[src/rtl/debounce_pkg.sv]
// Shared types and default constants for the input debouncer.
// The optional edge-pulse outputs are enabled by defining DEBOUNCE_EDGE_EN.
package debounce_pkg;

  typedef enum logic [1:0] {
    ST_LO   = 2'd0,
    PEND_HI = 2'd1,
    ST_HI   = 2'd2,
    PEND_LO = 2'd3
  } deb_state_t;

  localparam int DEF_SYNC_STAGES     = 2;
  localparam int DEF_DEBOUNCE_CYCLES = 8;

endpackage

[src/rtl/debounce_chan.sv]
// One debounce channel: metastability synchroniser, qualification FSM and counter.
// When DEBOUNCE_EDGE_EN is defined the channel also produces registered
// one-cycle rise/fall pulses aligned with changes of the clean level.
module debounce_chan
  import debounce_pkg::*;
#(
  parameter int SYNC_STAGES     = DEF_SYNC_STAGES,
  parameter int DEBOUNCE_CYCLES = DEF_DEBOUNCE_CYCLES
) (
  input  logic clk,
  input  logic rst_n,
  input  logic raw,
  output logic clean
`ifdef DEBOUNCE_EDGE_EN
  ,
  output logic rise,
  output logic fall
`endif
);

  localparam int CNT_W = $clog2(DEBOUNCE_CYCLES);
  localparam logic [CNT_W-1:0] CNT_MAX = CNT_W'(DEBOUNCE_CYCLES - 1);

  logic [SYNC_STAGES-1:0] sync;
  logic                   s;
  deb_state_t             state;
  deb_state_t             state_nxt;
  logic [CNT_W-1:0]       cnt;
  logic [CNT_W-1:0]       cnt_nxt;
  logic                   clean_nxt;

  // Shift the raw level through the synchroniser chain; the last flop is the safe sample.
  always_ff @(posedge clk or negedge rst_n) begin
    if (!rst_n) begin
      sync <= '0;
    end else begin
      sync <= {sync[SYNC_STAGES-2:0], raw};
    end
  end

  assign s = sync[SYNC_STAGES-1];

  // Qualify a new level: it must hold until the counter reaches its top value.
  always_comb begin
    state_nxt = state;
    cnt_nxt   = cnt;
    clean_nxt = clean;
    case (state)
      ST_LO: begin
        if (s) begin
          state_nxt = PEND_HI;
          cnt_nxt   = '0;
        end
      end
      PEND_HI: begin
        if (!s) begin
          state_nxt = ST_LO;
        end else if (cnt == CNT_MAX) begin
          state_nxt = ST_HI;
          clean_nxt = 1'b1;
        end else begin
          cnt_nxt = cnt + CNT_W'(1);
        end
      end
      ST_HI: begin
        if (!s) begin
          state_nxt = PEND_LO;
          cnt_nxt   = '0;
        end
      end
      PEND_LO: begin
        if (s) begin
          state_nxt = ST_HI;
        end else if (cnt == CNT_MAX) begin
          state_nxt = ST_LO;
          clean_nxt = 1'b0;
        end else begin
          cnt_nxt = cnt + CNT_W'(1);
        end
      end
      default: begin
        state_nxt = ST_LO;
      end
    endcase
  end

  // Register FSM state, counter and the clean level together so the output never glitches.
  always_ff @(posedge clk or negedge rst_n) begin
    if (!rst_n) begin
      state <= ST_LO;
      cnt   <= '0;
      clean <= 1'b0;
    end else begin
      state <= state_nxt;
      cnt   <= cnt_nxt;
      clean <= clean_nxt;
    end
  end

`ifdef DEBOUNCE_EDGE_EN
  // Pulse for one cycle on the same edge the clean level changes.
  always_ff @(posedge clk or negedge rst_n) begin
    if (!rst_n) begin
      rise <= 1'b0;
      fall <= 1'b0;
    end else begin
      rise <= clean_nxt & ~clean;
      fall <= ~clean_nxt & clean;
    end
  end
`endif

endmodule

[src/rtl/input_debouncer.sv]
// Top level: WIDTH fully independent debounce channels.
// Define DEBOUNCE_EDGE_EN to add the rise_o/fall_o edge-pulse ports.
module input_debouncer
  import debounce_pkg::*;
#(
  parameter int WIDTH           = 2,
  parameter int SYNC_STAGES     = DEF_SYNC_STAGES,
  parameter int DEBOUNCE_CYCLES = DEF_DEBOUNCE_CYCLES
) (
  input  logic             clk,
  input  logic             rst_n,
  input  logic [WIDTH-1:0] raw_in,
  output logic [WIDTH-1:0] clean_out
`ifdef DEBOUNCE_EDGE_EN
  ,
  output logic [WIDTH-1:0] rise_o,
  output logic [WIDTH-1:0] fall_o
`endif
);

  // One channel instance per input bit; channels share only clock and reset.
  for (genvar i = 0; i < WIDTH; i++) begin : g_chan
    debounce_chan #(
      .SYNC_STAGES    (SYNC_STAGES),
      .DEBOUNCE_CYCLES(DEBOUNCE_CYCLES)
    ) u_chan (
      .clk  (clk),
      .rst_n(rst_n),
      .raw  (raw_in[i]),
      .clean(clean_out[i])
`ifdef DEBOUNCE_EDGE_EN
      ,
      .rise (rise_o[i]),
      .fall (fall_o[i])
`endif
    );
  end

endmodule

[config.mk]
export PLATFORM = sky130hd
export DESIGN_NAME = input_debouncer
export DESIGN_NICKNAME = d
export VERILOG_FILES = /design/src/rtl/debounce_pkg.sv /design/src/rtl/debounce_chan.sv /design/src/rtl/input_debouncer.sv
export SDC_FILE = /design/constraint.sdc
export NUM_CORES = 1
export LEC_CHECK = 0
export CAP_MARGIN = 20
export CORE_AREA = 2 2 39 41
export CTS_BUF_LIST = sky130_fd_sc_hd__clkbuf_4 sky130_fd_sc_hd__clkbuf_8
export CTS_CLUSTER_DIAMETER = 150
export CTS_CLUSTER_SIZE = 24
export DETAILED_ROUTE_END_ITERATION = 8
export DIE_AREA = 0 0 41 43
export GPL_TIMING_DRIVEN = 0
export MAX_ROUTING_LAYER = met4
export PLACE_DENSITY = 0.73
export SYNTH_ARGS = -nofsm -noshare
export SYNTH_HDL_FRONTEND = slang
export SYNTH_SLANG_ARGS = --single-unit
export TNS_END_PERCENT = 20
[constraint.sdc]
create_clock -name clk -period 2.1 [get_ports clk]
set_clock_uncertainty 0.15 [all_clocks]
set_input_delay 0.42 -clock clk [delete_from_list [all_inputs] [get_ports clk]]
set_output_delay 0.42 -clock clk [all_outputs]
set_load 0.03 [all_outputs]
==> metrics.md, run 1 <==
| Metric | Value |
|---|---|
| Status | finished, final reports clean |
| Tcrit/Tclk final | 94.11% |
| Root Buffer | clkbuf_4 |
| Final net count | 80 |
| Initial DRC Count | 7 |
| R2R Setup Slk | 0.52 ns |
| CTS Buf Count | 3 |
| Post-CTS setup repair buffer count | 0 |
| Slew HR | 56.01% |
| Synth cell types | 12 |
| Dpl cell area | 733.2 um^2 |
| DR vias | 440 |
| Fin cells | 87 |
| Clk pin slew, worst setup/hold paths | 0.09 ns |
| GRT overflow | 0 |
| Syn_nets | 70 |
| TritonCTS Sinks | 16 |
| Fin crit period | 1.976 ns |
| WHS | 0.2051 ns |
| Critical Path Start Type | register |
| Nature of the critical path endpoint | output pin |
| Reg2reg end | g_chan[1].u_chan.cnt[1] |
| Mean area per synthesized cell | 10.70 um^2 |
| IO buf count | 5 |
| Initial antenna violation count | 0 |
| Hold/Removal Path Class | register to register |
| Worst hold start | g_chan[1].u_chan.sync[0] |
| DR WL/cell | 10.68 um |
| Area growth from synthesis to layout | 16.04% |
| Starting Density | 47.92% |
| RSZ-0062 raised after global routing | false |
| Maximum VDD drop | 448.3 uV |
| Synth Warn # | 0 |
| Mapped Cells | 62 |
| Vias in the first global route | 408 |
| Layout cells sized above 1 | 8.451% |
| Seq cells post-synth | 16 |
| Cell area power density | 1000 nW/um^2 |
| Ports | 6 |
| Most frequent cells in the layout | 16 x dfrtp_1, 12 x nand2_1, 8 x o21ai_0 |
| Hold Path Depth | 0 |
| Post-route setup slack | 0.1237 ns |
| Slew Viols, Final | 0 |
| Max Cap Viol | 0 |
| Die Y | 43 um |
| Sequential fraction of the synthesis area | 60.38% |
| Die X | 41 um |
| Worst slack, placed | 0.4226 ns |
| Final setup fails | 0 |
| Die area | 1763 um^2 |
| Final setup TNS | 0 ns |
| N_diodes | 0 |
| WP data required | 1.53 ns |
| DP Cell Count | 83 |
| Detailed Place HPWL | 725.9 um |
| Core Rows | 14 |
| CTS resizes | 0 |
| Routed wire length | 929 um |
| Kind of critical path | register to output pin |
| First-pass GRT wire length | 1.559 mm |
| Final ANT Viol Nets | 0 |
| Hold buffers post-CTS | 0 |
| Global placement routability congestion | 0.7412 |
| Leakage dissipation | 0.3605 nW |
| Most common cell after layout, fill and taps aside | dfrtp_1 |
| DRC viols | 0 |
| Vias per inst | 5.057 |
| Max Clk Rate | 506.0 MHz |
| WHS Endpoint | g_chan[1].u_chan.sync[1] |
| Clock Latency Late Sink | 0.27 ns |
| Filler cell count | 127 |
| Final core area utilization | 55.61% |
| Initial DRT Pass Iterations | 4 |
| Largest net degree at the start of global routing | 17 |
| Worst-path fanout max | 3 |
| Least-Margin Pin Slew | 0.6578 ns |
| GRT Util Overall | 13.47% |
| Fin. Hold Viols | 0 |
| Design area | 769.5 um^2 |
| H-tree depth | 1 |
| CTS Buffer Depth | 2 |
| CTS tree | done |
| Reg2reg start | g_chan[1].u_chan.cnt[0] |
| Overall power | 769.6 uW |
| R2R depth | 5 |
| Core Box Area | 1384 um^2 |
| Crit path arrival time | 1.41 ns |
| Synthesized area | 663.1 um^2 |
how the worst max path moves through the flow:
stage	start	endpoint	slack (ns)	cells past startpoint
finish	g_chan[0].u_chan.clean	clean_out[0]	0.12	2
CTS	g_chan[1].u_chan.clean	clean_out[1]	0.11	2
global placement	g_chan[1].u_chan.clean	clean_out[1]	0.43	2
floorplan	g_chan[1].u_chan.cnt[0]	g_chan[1].u_chan.cnt[0]	0.66	5
detailed placement	g_chan[0].u_chan.clean	clean_out[0]	0.42	2
global route	g_chan[1].u_chan.clean	clean_out[1]	0.06	2
report_power, final:
group          leakage, nW  total, mW  switching (mW)  internal [mW]
combinational        0.135      0.160          0.0816         0.0780
clock               0.0210      0.194          0.0889          0.105
sequential           0.205      0.416          0.0441          0.372
final cells by class:
| class | count | area (um^2) | area share, % |
|---|---|---|---|
| flip-flops and latches | 16 | 400.4 | 52.03 |
| well taps | 16 | 20.02 | 2.602 |
| repair buffers | 5 | 50.05 | 6.504 |
| clock buffers | 4 | 36.28 | 4.715 |
| multi-input cells | 44 | 247.7 | 32.20 |
| plain buffers | 2 | 15.01 | 1.951 |
cell families after synthesis:
kind of cell,Yosys count,share of synthesized area [%]
AO/OA/AOI/OAI,18,13.59
buffers and inverters,2,2.263
flip-flops,16,60.38
XOR/XNOR,2,2.642
AND/OR/NAND/NOR,20,13.58
adder cells (fa/ha/maj),4,7.547
critical path, cell delays in order (launching register included):
cell	delay [ns]
dfrtp_1	0.38
buf_4	0.11
clkdlybuf4s50_1	0.65
Yosys cell counts:
master | number | area (um^2)
xnor2_1 | 2 | 17.52
ha_1 | 4 | 50.05
nand2b_1 | 2 | 12.51
a21oi_1 | 4 | 20.02
nand2_1 | 12 | 45.04
nor2_1 | 2 | 7.510
o21ai_1 | 6 | 30.03
o21ai_0 | 8 | 40.04
dfrtp_1 | 16 | 400.4
or2_1 | 2 | 12.51
and2_0 | 2 | 12.51
buf_4 | 2 | 15.01
per-layer routing:
metal	up-vias	wire [um]	track usage (%)
li1	224	-	-
met1	207	457	17.30
met2	9	441	18.75
met3	0	31	4.712
met4	0	0	6.000
met5	-	0	-
Note: power is estimated with default switching activity, not from simulation.
==> run 2: changes to the inputs <==
--- a/config.mk
+++ b/config.mk
@@ -6,12 +6,12 @@
 export NUM_CORES = 1
 export LEC_CHECK = 0
 export CAP_MARGIN = 20
-export CORE_AREA = 2 2 39 41
+export CORE_AREA = 4 4 41 43
 export CTS_BUF_LIST = sky130_fd_sc_hd__clkbuf_4 sky130_fd_sc_hd__clkbuf_8
 export CTS_CLUSTER_DIAMETER = 150
 export CTS_CLUSTER_SIZE = 24
 export DETAILED_ROUTE_END_ITERATION = 8
-export DIE_AREA = 0 0 41 43
+export DIE_AREA = 0 0 45 47
 export GPL_TIMING_DRIVEN = 0
 export MAX_ROUTING_LAYER = met4
 export PLACE_DENSITY = 0.73
==> metrics.md, run 2 (synthesis results as in run 1) <==
| Metric | Value |
|---|---|
| GRT Max-Usage Layer | met2 |
| CP Cell Sequence | buf_4 -> clkdlybuf4s50_1 |
| Leakage dissipation | 0.3605 nW |
| Slew Viols, Final | 0 |
| H-tree depth | 1 |
| CTS Buf Count | 3 |
| Final net count | 80 |
| Slowest cell delay on critical path | 0.65 ns |
| Post-CTS setup repair buffer count | 0 |
| Nature of the critical path endpoint | output pin |
| Final setup TNS | 0 ns |
| WHS Endpoint | g_chan[0].u_chan.sync[1] |
| Max Cap Viol | 0 |
| Ports | 6 |
| M1 GR Usage | 14.11% |
| GRT Util Overall | 11.86% |
| Detailed Place HPWL | 722.1 um |
| Vias in the first global route | 426 |
| R2R Setup Slk | 0.47 ns |
| Final setup fails | 0 |
| First-pass GRT wire length | 1.718 mm |
| Fin crit period | 1.987 ns |
| Worst-path fanout max | 3 |
| DRC viols | 0 |
| Largest delay share family, worst path | buffers and inverters |
| Most common cell after layout, fill and taps aside | dfrtp_1 |
| Fin. Hold Viols | 0 |
| Met2 Track Usage GR | 18.64% |
| CTS Buffer Depth | 2 |
| RSZ-0062 raised after global routing | false |
| TritonCTS Sinks | 16 |
| Core Rows | 13 |
| Final ANT Viol Nets | 0 |
| Slew HR | 55.06% |
| Initial antenna violation count | 0 |
| Hold buffers post-CTS | 0 |
| Global placement routability congestion | 0.6505 |
| Routed wire length | 1.003 mm |
| Die area | 2115 um^2 |
| Hold Path Depth | 0 |
| Layout cells sized above 1 | 8.451% |
| Reg2reg start | g_chan[0].u_chan.cnt[0] |
| Initial DRT Pass Iterations | 4 |
| R2R depth | 5 |
| Reg2reg end | g_chan[0].u_chan.cnt[0] |
| Root Buffer | clkbuf_4 |
| DR WL/cell | 11.66 um |
| Hold/Removal Path Class | register to register |
| IO buf count | 5 |
| Die X | 45 um |
| Cell area power density | 1013 nW/um^2 |
| Clk pin slew, worst setup/hold paths | 0.09 ns |
| CTS tree | done |
| DP Cell Count | 82 |
| Worst Path Buf+Inv | 2 |
| CP max stage cell | clkdlybuf4s50_1 |
| Maximum VDD drop | 509.7 uV |
| Starting Density | 50.96% |
| Fin cells | 86 |
| DR vias | 458 |
| Die Y | 47 um |
| Vias per inst | 5.326 |
| Most frequent cells in the layout | 16 x dfrtp_1, 12 x nand2_1, 8 x o21ai_0 |
| Tcrit/Tclk final | 94.60% |
| Least-Margin Pin Slew | 0.6720 ns |
| GRT overflow | 0 |
| Max Clk Rate | 503.4 MHz |
| Critical Path Start Type | register |
| Clock Latency Late Sink | 0.28 ns |
| Kind of critical path | register to output pin |
| Grt met3 use | 3.448% |
| Crit path arrival time | 1.42 ns |
| CTS resizes | 0 |
| Largest net degree at the start of global routing | 17 |
| Initial DRC Count | 15 |
| Area growth from synthesis to layout | 15.85% |
| N_diodes | 0 |
| Core Box Area | 1301 um^2 |
| Worst hold start | g_chan[0].u_chan.sync[0] |
| Status | finished, final reports clean |
| WP data required | 1.53 ns |
==> run 2: cell counts in the layout (fill, tap and decap cells not counted) <==
Identical to the previous run, type by type.
==> run 2: metrics by stage <==
stage          util, %  setup WS [ns]  hold slack (ns)  power, mW  cell area, um^2
3_5_place_dp     56.25         0.4230           0.1887     0.5880            732.0
3_3_place_gp     56.25         0.4302           0.1816     0.5702            732.0
5_1_grt          59.04        0.02661           0.2306     0.8335            768.2
4_1_cts          59.04         0.1033           0.2102     0.7873            768.2
6_report         59.04         0.1134           0.2080     0.7784            768.2
2_1_floorplan        -         0.6552         -0.02559     0.5314            663.1
==> run 2: how the worst max path moves through the flow <==
stage,start,to,slack (ns),cells past startpoint
2_1_floorplan,g_chan[1].u_chan.cnt[0],g_chan[1].u_chan.cnt[0],0.66,5
3_3_place_gp,g_chan[1].u_chan.clean,clean_out[1],0.43,2
3_5_place_dp,g_chan[0].u_chan.clean,clean_out[0],0.42,2
4_1_cts,g_chan[1].u_chan.clean,clean_out[1],0.10,2
5_1_grt,g_chan[0].u_chan.clean,clean_out[0],0.03,2
6_report,g_chan[1].u_chan.clean,clean_out[1],0.11,2
==> run 2: final cells by class <==
class,instances,area (um^2)
flip-flops and latches,16,400.4
multi-input cells,44,247.7
fillers,110,533.0
plain buffers,2,15.01
clock buffers,4,36.28
well taps,15,18.77
repair buffers,5,50.05
==> run 2: where the power goes <==
group          total, mW  switching [mW]  internal (mW)
clock              0.198          0.0922          0.105
sequential         0.416          0.0439          0.372
combinational      0.165          0.0855         0.0796
==> run 2: metal layers <==
metal / share of wire, % / vias to the layer above / wire length [um]
met4: 0 / 0 / 0
met3: 5.0 / 0 / 50
met2: 45 / 6 / 449
met5: 0 / - / 0
li1: - / 226 / -
met1: 50 / 226 / 502
==> run 3: changes to the inputs <==
--- a/config.mk
+++ b/config.mk
@@ -7,7 +7,7 @@
 export LEC_CHECK = 0
 export CAP_MARGIN = 20
 export CORE_AREA = 4 4 41 43
-export CTS_BUF_LIST = sky130_fd_sc_hd__clkbuf_4 sky130_fd_sc_hd__clkbuf_8
+export CTS_BUF_LIST = sky130_fd_sc_hd__clkbuf_4 sky130_fd_sc_hd__clkbuf_8 sky130_fd_sc_hd__clkbuf_16
 export CTS_CLUSTER_DIAMETER = 150
 export CTS_CLUSTER_SIZE = 24
 export DETAILED_ROUTE_END_ITERATION = 8
==> constraint.sdc (replaced) <==
create_clock -name clk -period 2.3 [get_ports clk]
set_clock_uncertainty 0.15 [all_clocks]
set_input_delay 0.46 -clock clk [delete_from_list [all_inputs] [get_ports clk]]
set_output_delay 0.46 -clock clk [all_outputs]
set_load 0.03 [all_outputs]
==> results of run 3 <==
The final DEF is identical to that of run 2. Status: finished, final reports clean.
Main changes from that run: setup slack after placement 0.4230 ns -> 0.5830 ns; setup slack after layout 0.1134 ns -> 0.2734 ns; register-to-register setup slack 0.47 ns -> 0.67 ns; total power 0.7784 mW -> 0.7107 mW; worst IR drop on VDD 509.7 uV -> 465.4 uV
